## src/rtl/dot_product.sv

```systemverilog
// Memory-mapped Q16.16 dot-product accelerator.
// The CPU programs base addresses and length over the slave port, then starts.
// Both vectors are fetched one word at a time over the master port, and the
// Q16.16 products are accumulated into the result register.
module dot_product (
  input  logic        clk,
  input  logic        rst_n,
  output logic        slave_waitrequest,
  input  logic [3:0]  slave_address,
  input  logic        slave_read,
  output logic [31:0] slave_readdata,
  input  logic        slave_write,
  input  logic [31:0] slave_writedata,
  input  logic        master_waitrequest,
  output logic [31:0] master_address,
  output logic        master_read,
  input  logic [31:0] master_readdata,
  input  logic        master_readdatavalid,
  output logic        master_write,
  output logic [31:0] master_writedata
);

  typedef enum logic [2:0] {IDLE, RD_W, WT_W, RD_I, WT_I, ACC} state_t;

  state_t      state, state_nxt;
  logic [31:0] w_base, i_base, len, idx, acc;
  logic [31:0] w_val, i_val;
  logic [31:0] idx_inc;
  logic        wr_ok, start;

  // Bits [47:16] of the full 64-bit product equal the low word of the product
  // shifted right by 16, so a 48-bit sign-extended multiply is sufficient.
  logic signed [47:0] w_ext, i_ext, prod;
  logic               unused_prod_lo;

  assign w_ext          = {{16{w_val[31]}}, w_val};
  assign i_ext          = {{16{i_val[31]}}, i_val};
  assign prod           = w_ext * i_ext;
  assign unused_prod_lo = ^prod[15:0];

  assign idx_inc = idx + 32'd1;
  assign wr_ok   = slave_write && (state == IDLE);
  assign start   = wr_ok && (slave_address == 4'd0);

  assign slave_waitrequest = (state != IDLE) && (slave_read || slave_write);
  assign master_write      = 1'b0;
  assign master_writedata  = '0;

  // State register.
  always_ff @(posedge clk) begin
    if (!rst_n) state <= IDLE;
    else        state <= state_nxt;
  end

  // Next-state and master request outputs.
  always_comb begin
    state_nxt      = state;
    master_read    = 1'b0;
    master_address = '0;
    case (state)
      IDLE: if (start && (len != '0)) state_nxt = RD_W;
      RD_W: begin
        master_read    = 1'b1;
        master_address = w_base + (idx << 2);
        if (!master_waitrequest) state_nxt = WT_W;
      end
      WT_W: if (master_readdatavalid) state_nxt = RD_I;
      RD_I: begin
        master_read    = 1'b1;
        master_address = i_base + (idx << 2);
        if (!master_waitrequest) state_nxt = WT_I;
      end
      WT_I: if (master_readdatavalid) state_nxt = ACC;
      ACC:  state_nxt = (idx_inc == len) ? IDLE : RD_W;
      default: state_nxt = IDLE;
    endcase
  end

  // Configuration registers, operand capture and accumulation.
  always_ff @(posedge clk) begin
    if (!rst_n) begin
      w_base <= '0;
      i_base <= '0;
      len    <= '0;
      idx    <= '0;
      acc    <= '0;
      w_val  <= '0;
      i_val  <= '0;
    end else begin
      if (wr_ok) begin
        case (slave_address)
          4'd0: begin
            acc <= '0;
            idx <= '0;
          end
          4'd2: w_base <= slave_writedata;
          4'd3: i_base <= slave_writedata;
          4'd5: len    <= slave_writedata;
          default: ;
        endcase
      end
      if (state == WT_W && master_readdatavalid) w_val <= master_readdata;
      if (state == WT_I && master_readdatavalid) i_val <= master_readdata;
      if (state == ACC) begin
        acc <= acc + prod[47:16];
        idx <= idx_inc;
      end
    end
  end

  // Slave read mux.
  always_comb begin
    slave_readdata = '0;
    case (slave_address)
      4'd0:    slave_readdata = acc;
      4'd2:    slave_readdata = w_base;
      4'd3:    slave_readdata = i_base;
      4'd5:    slave_readdata = len;
      default: slave_readdata = '0;
    endcase
  end

endmodule

```

## config.mk

```make
export PLATFORM = sky130hd
export DESIGN_NAME = dot_product
export DESIGN_NICKNAME = d
export VERILOG_FILES = /design/src/rtl/dot_product.sv
export SDC_FILE = /design/constraint.sdc
export NUM_CORES = 2
export LEC_CHECK = 0
export CAP_MARGIN = 10
export CORE_MARGIN = 4
export CORE_UTILIZATION = 61
export DETAILED_ROUTE_END_ITERATION = 8
export DONT_BUFFER_PORTS = 1
export PLACE_DENSITY = 0.84
export REMOVE_ABC_BUFFERS = 1
export SETUP_SLACK_MARGIN = 0.4
export SYNTH_ARGS = -nofsm -noshare
export SYNTH_HDL_FRONTEND = slang
export SYNTH_SLANG_ARGS = --single-unit
export TNS_END_PERCENT = 50
```

## constraint.sdc

```tcl
create_clock -name clk -period 24.2 [get_ports clk]
set_input_delay 1.21 -clock clk [delete_from_list [all_inputs] [get_ports clk]]
set_output_delay 1.21 -clock clk [all_outputs]
set_load 0.01 [all_outputs]
```

==> key figures <==
STA
  – Worst slew pin tran: 1.264 ns
  – Final WS setup: 14.12 ns
  – Final Max Slew Viols: 0
  – Final hold violation count: 0
  – Final min period: 10.08 ns
  – RSZ-0062 raised after global routing: no
  – # setup viols final: 0
  – Max Fclk: 99.25 MHz
  – Clock Skew: 0.02345 ns
  – Slew headroom: 15.60%
  – Post-route setup TNS: 0 ns
  – Tcrit/Tclk final: 41.63%

Detailed routing
  – Drt first pass iters: 9
  – DRT iter0 DRCs: 3207
  – Vias/cell: 5.893
  – DRT antenna net count: 0
  – Final wirelength: 115600 um
  – DRC viols: 0
  – WL/cell: 20.54 um
  – DR vias: 33.17k

Worst setup path
  – Kind of critical path: reg -> reg
  – CP arrival: 10.50 ns
  – Reg2Reg Depth: 37
  – CP Launch Type: flip-flop
  – Kind of cell adding the most delay to the critical path: adder cells
  – CP dominant cell by count: fa_1
  – RR Startpoint: i_val[6]
  – Crit path largest cell delay: 1.15 ns
  – CP max FO: 33
  – Critical path capture point type: flip-flop
  – Crit path max-delay cell type: dfxtp_1
  – RR Endpoint: acc[31]
  – Worst EP required: 24.63 ns
  – CP bufs+invs: 4
  – Setup slack, reg-to-reg: 14.12 ns

Floorplanning
  – Total die area: 0.07397 mm2
  – Rows: 96
  – Core Region: 0.06883 mm2
  – Initial Utilization: 61.75%
  – # IOs: 173
  – Die width: 272.0 um
  – Height of the die: 272.0 um

Logic synthesis
  – Cell Area, Synth: 0.04250 mm2
  – Syn avg cell area: 8.733 um2
  – Asr flop ratio synth: 0%
  – Total number of yosys warnings: 0
  – Mapped Cells: 4867
  – Synth top cells by count: nand2_1, fa_1, inv_1, and2_1, clkbuf_1
  – Top FF cell, synth: dfxtp_1
  – Most common cell in the netlist: nand2_1
  – Synth Register Bits: 227
  – Yosys top cell by area: fa_1
  – Share of the synthesized area in the top cell type: 39.56%
  – Number of flops mapped to enable cells by yosys: 0
  – Netlist cell types: 78
  – Seq/Total Area, Yosys: 10.69%
  – Largest cells by area after synthesis: fa_1, dfxtp_1, nand2_1, and2_1, inv_1

Place
  – Gpl congestion: 0.9697
  – Port Buffers: 0
  – Dpl hpwl: 86370 um
  – Dpl ws: 14.24 ns

Global routing
  – First-pass GRT wire length: 187400 um
  – Number of global-route vias before repair: 35.04k
  – Pin count of the biggest net entering global routing: 230
  – Initial antenna violation count: 2
  – GRT Residual Overflow: 0
  – GRT Resource Usage Total: 31.72%

Cells and area
  – Filler Cell Count: 5419
  – Share of cells above drive strength 1: 3.874%
  – Nets@finish: 5818
  – Antenna Diode Count: 0
  – Area grow syn2layout: 3.530%

CTS
  – Hold-fix buffers at CTS: 0
  – Clock insertion delay at the later pin of the skew report: 0.55 ns
  – CTS H-tree depth: 1
  – Clock sink count: 227
  – Clk root buf: clkbuf_16
  – Resized cells post-CTS: 0
  – Bufs on Longest Clock Path: 3
  – Worst-path clk slew: 0.07 ns
  – TritonCTS Buffers: 26
  – Setup bufs post-CTS: 0
  – TritonCTS clock tree: built

Hold path
  – HP Class: reg -> reg
  – Hold depth: 2
  – Start point of the worst hold path: i_val[16]
  – Endpoint, Worst Hold: i_val[16]

Pwr
  – Pwr dens: 18.36 mW/mm2
  – Total Power: 0.0008080 W
  – VDD IR-drop max: 0.05320 mV
  – Lkg Pwr: 21.09 nW

Status
  – Status: complete, no violations

Job
  – Max-cap violation count: 0
[where the power goes]
| part | leakage, nW | total, W | internal [W] | switching [W] |
|---|---|---|---|---|
| registers | 1.83 | 0.000378 | 0.000376 | 0.00000249 |
| logic | 18.8 | 0.0000246 | 0.00000963 | 0.0000149 |
| clock network | 0.438 | 0.000405 | 0.000238 | 0.000167 |
[sequential cells by signal, indices dropped and copies added, names as in the netlist]
register and count:
acc 32, i_base 32, i_val 32, idx 32, len 32, state 3, w_base 32, w_val 32
[metal layers]
layer	routed length, um	GRT usage (%)	vias to the layer above
met5	46	0	-
met4	7190	15.98	4
met3	12980	7.356	450
met2	54330	51.59	1929
met1	41090	40.02	16404
li1	-	-	14382
[cell families after synthesis]
family | share of synthesized area, %
AO/OA/AOI/OAI | 8.884
XOR/XNOR | 3.462
adder cells (fa/ha/maj) | 46.19
buffers and inverters | 10.34
flip-flops | 10.69
multiplexers | 0.9597
other | 0.008823
AND/OR/NAND/NOR | 19.47
[through the flow]
step                hold slack [ns]  instances  utilization, %  cell area, um2
floorplan                    0.4527       4576               -           41270
global placement             0.4492       5578           62.49           43010
detailed placement           0.4517       5578           62.49           43010
CTS                          0.4604       5625           63.77           43890
global route                 0.4847       5629           63.93           44000
finish                       0.4574       5629           63.93           44000
[worst register-to-register path, delay by kind of cell, from the launching register on]
family / cells / cell delay (ns)
AOI/OAI and AO/OA: 15 / 3.19
xor gates and xnor gates: 2 / 0.23
adders and majority gates: 10 / 4.34
buffers and inverters: 4 / 0.19
DFF: 1 / 1.15
and+or+nand+nor: 6 / 0.84
[worst max path at each step]
stage | slack (ns) | cells after the start | from | to
after floorplan | 15.36 | 38 | i_val[8] | acc[31]
after global placement | 14.45 | 37 | i_val[5] | acc[31]
after detailed placement | 14.24 | 37 | i_val[7] | acc[31]
after CTS | 14.21 | 37 | i_val[7] | acc[31]
after global routing | 13.61 | 38 | i_val[2] | acc[31]
final | 14.12 | 37 | i_val[6] | acc[31]
[layout by cell type, fill, tap and decap left out, types with 19 or more instances in the layout]
| master | instances |
|---|---|
| o21ai_0 | 62 |
| dfxtp_1 | 222 |
| and2_1 | 512 |
| xnor2_1 | 119 |
| a22oi_1 | 33 |
| nor3_1 | 32 |
| fa_1 | 840 |
| clkbuf_16 | 26 |
| nand2b_1 | 19 |
| ha_1 | 225 |
| mux2_2 | 30 |
| a222oi_1 | 32 |
| nand2_1 | 855 |
| a21boi_0 | 167 |
| conb_1 | 33 |
| a21o_1 | 41 |
| xor2_1 | 49 |
| nand3_1 | 42 |
| a21oi_1 | 94 |
| and3_1 | 21 |
| nor2b_1 | 72 |
| buf_4 | 71 |
| nor2_1 | 81 |
| inv_1 | 809 |
[area by class of cell]
type	count	area (um2)	share of cell area [%]
inverters	809	3037	6.901
clock inverters	12	136.4	0.3099
flip-flops and latches	227	4551	10.34
well taps	931	1165	2.647
multi-input cells	3540	33730	76.65
clock buffers	35	744.5	1.692
repair buffers	75	643.1	1.462
No activity file was read; power rests on OpenSTA's default activity.
